File: config.mk
export PLATFORM = sky130hd
export DESIGN_NAME = program_sequencer
export DESIGN_NICKNAME = d
export VERILOG_FILES = /design/src/rtl/program_sequencer_pkg.sv /design/src/rtl/program_sequencer_instr_decoder.sv /design/src/rtl/program_sequencer.sv
export SDC_FILE = /design/constraint.sdc
export NUM_CORES = 1
export LEC_CHECK = 0
export BUFFER_PORTS_ARGS = -buffer_cell sky130_fd_sc_hd__buf_2
export CAP_MARGIN = 5
export CORE_UTILIZATION = 40
export DETAILED_ROUTE_END_ITERATION = 8
export GPL_TIMING_DRIVEN = 0
export PLACE_DENSITY = 0.63
export SYNTH_ARGS = -nofsm -noshare
export SYNTH_HDL_FRONTEND = slang
export SYNTH_SLANG_ARGS = --single-unit
File: constraint.sdc
create_clock -name clk -period 2.7 [get_ports clk]
set_clock_uncertainty 0.05 [all_clocks]
set_input_delay 0.405 -clock clk [delete_from_list [all_inputs] [get_ports clk]]
set_output_delay 0.405 -clock clk [all_outputs]
set_load 0.01 [all_outputs]
File: src/rtl/program_sequencer_pkg.sv
// Shared definitions for the program sequencer: FSM state encoding, opcode
// constants, destination and source-select codes, decoded control bundle.
package program_sequencer_pkg;

    localparam int unsigned PC_W     = 8;
    localparam int unsigned IR_W     = 8;
    localparam int unsigned SRC_W    = 4;
    localparam int unsigned NIB_W    = 4;
    localparam int unsigned REG_EN_W = 9;
    localparam int unsigned DST_W    = 3;

    typedef enum logic [2:0] {
        ST_INIT   = 3'd0,
        ST_FETCH  = 3'd1,
        ST_EXEC   = 3'd2,
        ST_TARGET = 3'd3,
        ST_HALT   = 3'd4
    } state_t;

    // Control-flow opcodes
    localparam logic [IR_W-1:0] OP_JMP  = 8'hE0;
    localparam logic [IR_W-1:0] OP_JZ   = 8'hE1;
    localparam logic [IR_W-1:0] OP_JNZ  = 8'hE2;
    localparam logic [IR_W-1:0] OP_HALT = 8'hFF;

    // Destination codes carried in the instruction
    localparam logic [DST_W-1:0] DST_X0 = 3'd0;
    localparam logic [DST_W-1:0] DST_X1 = 3'd1;
    localparam logic [DST_W-1:0] DST_Y0 = 3'd2;
    localparam logic [DST_W-1:0] DST_Y1 = 3'd3;
    localparam logic [DST_W-1:0] DST_O  = 3'd4;
    localparam logic [DST_W-1:0] DST_M  = 3'd5;
    localparam logic [DST_W-1:0] DST_I  = 3'd6;
    localparam logic [DST_W-1:0] DST_DM = 3'd7;

    // Source-select codes driven to the computational unit
    localparam logic [SRC_W-1:0] SRC_X0   = 4'd0;
    localparam logic [SRC_W-1:0] SRC_X1   = 4'd1;
    localparam logic [SRC_W-1:0] SRC_Y0   = 4'd2;
    localparam logic [SRC_W-1:0] SRC_Y1   = 4'd3;
    localparam logic [SRC_W-1:0] SRC_R    = 4'd4;
    localparam logic [SRC_W-1:0] SRC_M    = 4'd5;
    localparam logic [SRC_W-1:0] SRC_I    = 4'd6;
    localparam logic [SRC_W-1:0] SRC_DM   = 4'd7;
    localparam logic [SRC_W-1:0] SRC_IMM  = 4'd8;
    localparam logic [SRC_W-1:0] SRC_RSV9 = 4'd9;

    // reg_en bit positions that are not equal to the destination code
    localparam int unsigned REN_R = 4;
    localparam int unsigned REN_O = 8;

    // INIT pulses the r enable so the unit clears r and sets r_eq_0
    localparam logic [REG_EN_W-1:0] REG_EN_INIT = 9'h010;

    typedef struct packed {
        logic [REG_EN_W-1:0] reg_en;
        logic [SRC_W-1:0]    source_sel;
        logic [NIB_W-1:0]    ir_nibble;
        logic                i_sel;
        logic                x_sel;
        logic                y_sel;
        logic                is_jmp;
        logic                is_jz;
        logic                is_jnz;
        logic                is_halt;
    } ctrl_t;

    // One-hot register enable for a destination code (o_reg lives at bit 8)
    function automatic logic [REG_EN_W-1:0] dst_reg_en(input logic [DST_W-1:0] dst);
        logic [REG_EN_W-1:0] en;
        en = '0;
        if (dst == DST_O) begin
            en[REN_O] = 1'b1;
        end else begin
            en[dst] = 1'b1;
        end
        return en;
    endfunction

endpackage

File: src/rtl/program_sequencer_instr_decoder.sv
// Instruction decoder: turns the instruction register into computational-unit
// control fields and control-flow flags. Purely combinational.
// Ports: ir (instruction register) in, ctrl (decoded control bundle) out.
module instr_decoder
    import program_sequencer_pkg::*;
(
    input  logic [IR_W-1:0] ir,
    output ctrl_t           ctrl
);

    logic [DST_W-1:0] mv_dst;
    logic [SRC_W-1:0] mv_src;

    assign mv_dst = ir[5:3];
    assign mv_src = {1'b0, ir[2:0]};

    always_comb begin
        ctrl = '0;
        casez (ir)
            8'b0???????: begin
                // load immediate
                ctrl.reg_en     = dst_reg_en(ir[6:4]);
                ctrl.source_sel = SRC_IMM;
                ctrl.ir_nibble  = ir[3:0];
            end
            8'b10??????: begin
                // register move; i <= i + m when moving i onto itself
                ctrl.reg_en     = dst_reg_en(mv_dst);
                ctrl.source_sel = mv_src;
                ctrl.i_sel      = (mv_dst == DST_I) && (mv_src == SRC_I);
            end
            8'b110?????: begin
                // ALU operation, result into r
                ctrl.reg_en[REN_R] = 1'b1;
                ctrl.x_sel         = ir[4];
                ctrl.y_sel         = ir[3];
                ctrl.ir_nibble     = {1'b0, ir[2:0]};
                ctrl.source_sel    = SRC_X0;
            end
            default: begin
                // 111x: control flow, everything unlisted is a NOP
                ctrl.is_jmp  = (ir == OP_JMP);
                ctrl.is_jz   = (ir == OP_JZ);
                ctrl.is_jnz  = (ir == OP_JNZ);
                ctrl.is_halt = (ir == OP_HALT);
            end
        endcase
    end

endmodule

File: src/rtl/program_sequencer.sv
// Program sequencer: fetches instructions from program memory, holds pc/ir,
// sequences INIT/FETCH/EXEC/TARGET/HALT and drives the computational-unit
// controls during EXEC.
// Ports: clk, reset_n (async active-low), hold (FETCH stall), pm_data (program
// memory read data), r_eq_0 (ALU zero flag) in; pm_addr, sync_reset, i_sel,
// x_sel, y_sel, source_sel, reg_en, ir_nibble, halted out.
module program_sequencer
    import program_sequencer_pkg::*;
(
    input  logic                clk,
    input  logic                reset_n,
    input  logic                hold,
    input  logic [IR_W-1:0]     pm_data,
    input  logic                r_eq_0,
    output logic [PC_W-1:0]     pm_addr,
    output logic                sync_reset,
    output logic                i_sel,
    output logic                x_sel,
    output logic                y_sel,
    output logic [SRC_W-1:0]    source_sel,
    output logic [REG_EN_W-1:0] reg_en,
    output logic [NIB_W-1:0]    ir_nibble,
    output logic                halted
);

    state_t          state_q, state_d;
    logic [PC_W-1:0] pc_q, pc_d;
    logic [IR_W-1:0] ir_q, ir_d;
    logic            taken_q, taken_d;
    ctrl_t           dec;

    instr_decoder u_decoder (
        .ir   (ir_q),
        .ctrl (dec)
    );

    // State, pc, ir and jump-taken registers
    always_ff @(posedge clk or negedge reset_n) begin
        if (!reset_n) begin
            state_q <= ST_INIT;
            pc_q    <= '0;
            ir_q    <= '0;
            taken_q <= 1'b0;
        end else begin
            state_q <= state_d;
            pc_q    <= pc_d;
            ir_q    <= ir_d;
            taken_q <= taken_d;
        end
    end

    // Next-state logic
    always_comb begin
        state_d = state_q;
        pc_d    = pc_q;
        ir_d    = ir_q;
        taken_d = taken_q;
        case (state_q)
            ST_INIT: begin
                state_d = ST_FETCH;
            end
            ST_FETCH: begin
                if (!hold) begin
                    ir_d    = pm_data;
                    pc_d    = pc_q + PC_W'(1);
                    state_d = ST_EXEC;
                end
            end
            ST_EXEC: begin
                if (dec.is_jmp || dec.is_jz || dec.is_jnz) begin
                    // r_eq_0 reflects the last completed ALU instruction here
                    taken_d = dec.is_jmp || (dec.is_jz && r_eq_0) || (dec.is_jnz && !r_eq_0);
                    state_d = ST_TARGET;
                end else if (dec.is_halt) begin
                    state_d = ST_HALT;
                end else begin
                    state_d = ST_FETCH;
                end
            end
            ST_TARGET: begin
                // pc points at the target byte; skip it when not taken
                pc_d    = taken_q ? pm_data : pc_q + PC_W'(1);
                state_d = ST_FETCH;
            end
            ST_HALT: begin
                state_d = ST_HALT;
            end
            default: begin
                state_d = ST_INIT;
            end
        endcase
    end

    // Outputs are decoded from state and ir only; reset_n forces the reset values
    always_comb begin
        pm_addr    = pc_q;
        sync_reset = 1'b0;
        reg_en     = '0;
        source_sel = '0;
        ir_nibble  = '0;
        i_sel      = 1'b0;
        x_sel      = 1'b0;
        y_sel      = 1'b0;
        halted     = 1'b0;
        if (!reset_n) begin
            sync_reset = 1'b1;
        end else begin
            case (state_q)
                ST_INIT: begin
                    sync_reset = 1'b1;
                    reg_en     = REG_EN_INIT;
                end
                ST_EXEC: begin
                    reg_en     = dec.reg_en;
                    source_sel = dec.source_sel;
                    ir_nibble  = dec.ir_nibble;
                    i_sel      = dec.i_sel;
                    x_sel      = dec.x_sel;
                    y_sel      = dec.y_sel;
                end
                ST_HALT: begin
                    halted = 1'b1;
                end
                default: begin
                end
            endcase
        end
    end

endmodule

==> results.cfg <==
[status]
status = completed

[critical_path]
r2r-start = ir_q[3]$_DFFE_PN0P_
startpoint = state_q[2]$_DFFE_PN0P_
crit_end = i_sel
r2r-end = taken_q$_DFFE_PN0P_
reg2regPathDepth = 5
endpoint_kind = output port
r2r_slack_ps = 750
worstSetupPathType = reg2out
arrival_ps = 2020
worstSetupStartpointType = flop
worstPathRequired_ps = 2250
cp_max_fo = 10

[timing]
period_share = 0.9184
hold_viol_final = 0
rsz0062_at_grt = false
fmaxAchievable_mhz = 403.3
maxSlewViolCount = 0
worst_slew_pin_slew_ps = 506.5
period_minus_slack_ps = 2480
slew_headroom = 0.6623
setup_viol = 0
fin_tns_setup_ps = 0

[synth]
yosysTopAreaCell = dfrtp_1
yosysSeqAreaShare = 0.3813
yosys_warnings = 0
ys_types = 37
yosys_register_bits = 20
syn_inst = 153
synthTopCellsByArea = dfrtp_1 (38%), mux2_1 (7.7%), nand2_1 (5.7%)
syn_area_per_cell_um2 = 8.578
synthesis.area_um2 = 1313
syn-num-nets = 166
netlist.area_leader.share = 0.3813

[placed_design]
dpl_cell_area_um2 = 1573
numPlacedInstances = 238
hpwlAfterDp_mm = 2.506
gp_congestion = 0.8988
io_buffers = 41

[floorplan]
die_area_um2 = 3514
ioPinCount = 42
coreArea_um2 = 3078
start_util = 0.4264
die_y_um = 59.28
die_x_um = 59.28
rows = 20

[finish]
final_nets = 212
stdcell_count = 242
diodes = 0
final_area_um2 = 1632
area_growth_pct = 24.31
multi_input_area_um2 = 752.0
num-fill-cells = 321
regArea_um2 = 500.5
drive_above_1_share = 0.2677

[detailed_routing]
drt_iter0_drc = 107
routed_via_density = 5.244
route.detailed.drc = 0
drt_pass1_iterations = 4
ant_nets = 0
vias = 1269
wl_per_cell_um = 13.17
routed_wirelength_mm = 3.187

[cts]
cts.clk_slew.worst_paths_ps = 120
cts_root_buf = clkbuf_4
cts_buffers = 3
clkSinkCount = 20
cts_tree = done
clk_latency_ps = 300
clk_path_buf_depth = 2
h-tree-depth = 1
cts.hold.buffers_added = 0

[grt]
overflow = 0
grt_antenna_before_repair = 0
grtUsageTotal = 0.2031
grt_first_pass_wirelength_mm = 5.409
grt_pass1_vias = 1123
grt_max_degree = 26

[power]
p_leak_nw = 0.7798
fin_total_pwr_mw = 1.127
ir_worst_vdd_uv = 397.5
p_per_area_nw_per_um2 = 691.0

[min_path]
hold_path.class = in2async

[job]
cap_violations = 0
## layout by cell type, fill, tap and decap left out, drive strengths merged, types with 2 or more instances in the layout
| cell | count |
|---|---|
| mux2i | 3 |
| nor3 | 6 |
| a21oi | 6 |
| o21ai | 8 |
| nand2b | 4 |
| nand4 | 5 |
| o31ai | 2 |
| o22a | 2 |
| nand2 | 20 |
| and2 | 6 |
| xor2 | 5 |
| nor2 | 13 |
| buf | 47 |
| and3 | 7 |
| clkbuf | 10 |
| a31oi | 2 |
| nand3 | 3 |
| dfrtp | 20 |
| mux2 | 9 |
| nor2b | 4 |
## area by class of cell
class	count	area share
inverter	1	0.002301
clock inverter	1	0.01840
timing repair buffer	41	0.1258
tap	44	0.03374
buffer	13	0.03834
multi-input combinational	119	0.4609
sequential	20	0.3067
clock buffer	3	0.01380
## synthesized netlist by cell type
| library cell | number |
|---|---|
| xor2_1 | 5 |
| nor3_1 | 6 |
| nand3b_1 | 1 |
| o31ai_1 | 2 |
| nor2_1 | 12 |
| or4b_1 | 1 |
| ha_1 | 1 |
| nand3_1 | 3 |
| a22oi_1 | 1 |
| inv_1 | 1 |
| nor2b_1 | 4 |
| and2_1 | 6 |
| clkbuf_1 | 7 |
| dfrtp_1 | 20 |
| or3_1 | 1 |
| and4_1 | 1 |
| o21ai_1 | 8 |
| buf_2 | 5 |
| a21oi_1 | 6 |
| and3_1 | 7 |
| o22a_1 | 2 |
| mux2_1 | 9 |
| nor2_2 | 1 |
| mux2i_1 | 3 |
| o32ai_1 | 1 |
| nand4bb_1 | 1 |
| a2111o_1 | 1 |
| a31oi_1 | 2 |
| nand2b_1 | 4 |
| nand4_1 | 5 |
| nor4b_1 | 1 |
| or2_1 | 1 |
| nand2_1 | 20 |
| buf_6 | 1 |
| nor3b_1 | 1 |
| nand4b_1 | 1 |
| nor4_1 | 1 |
## where the power goes
| part | switching (mW) | total (mW) | internal [mW] |
|---|---|---|---|
| sequential | 0.0910 | 0.473 | 0.382 |
| clock | 0.0910 | 0.241 | 0.150 |
| combinational | 0.235 | 0.414 | 0.179 |
| total | 0.417 | 1.13 | 0.711 |
## routing by layer
layer	vias to the layer above	GRT usage	wire (um)
met1	593	0.2928	1512
li1	632	-	-
met2	42	0.3210	1505
met4	0	0.05102	22
met3	2	0.02620	147
met5	-	0	0
## stage by stage
stage	utilization	setup WS, ps	hold WS, ps
3_5_place_dp	0.5110	232.3	360.4
5_1_grt	0.5301	39.53	19.55
2_1_floorplan	-	698.7	59.41
4_1_cts	0.5280	190.1	9.333
3_3_place_gp	0.5110	336.9	348.2
6_report	0.5301	220.3	5.729
## sequential cells by signal (all words and copies together), names as in the netlist
signal and flops:
ir_q 8, pm_addr 8, state_q 3, taken_q 1
## critical path: stages, from the launching register on
cell and delay [ps]:
dfrtp_1 370, buf_2 180, nand4bb_1 190, clkbuf_1 220
nor2_1 210, nand2_1 80, nor4_1 290, buf_2 200
## how the worst min path moves through the flow
stage	slack [ps]	endpoint
5_1_grt	20	pm_addr[1]$_DFFE_PN0P_
3_5_place_dp	360	state_q[0]$_DFFE_PN0P_
2_1_floorplan	60	ir_q[0]$_DFFE_PN0P_
4_1_cts	9	pm_addr[1]$_DFFE_PN0P_
6_report	6	ir_q[7]$_DFFE_PN0P_
3_3_place_gp	350	ir_q[0]$_DFFE_PN0P_
## logic make-up after synthesis
| logic type | count (synthesis) | share of synthesized area |
|---|---|---|
| flip-flops | 20 | 0.3813 |
| multiplexers | 12 | 0.1001 |
| AO/OA/AOI/OAI | 23 | 0.1087 |
| buffers and inverters | 14 | 0.05052 |
| adder cells (fa/ha/maj) | 1 | 0.009531 |
| AND/OR/NAND/NOR | 78 | 0.3165 |
| XOR/XNOR | 5 | 0.03336 |
## repair_timing
action	CTS	global route
gates resized for setup	0	1
endpoints found under the setup margin	0	1
buffers inserted	0	0
Note: power is estimated with default switching activity, not from simulation.
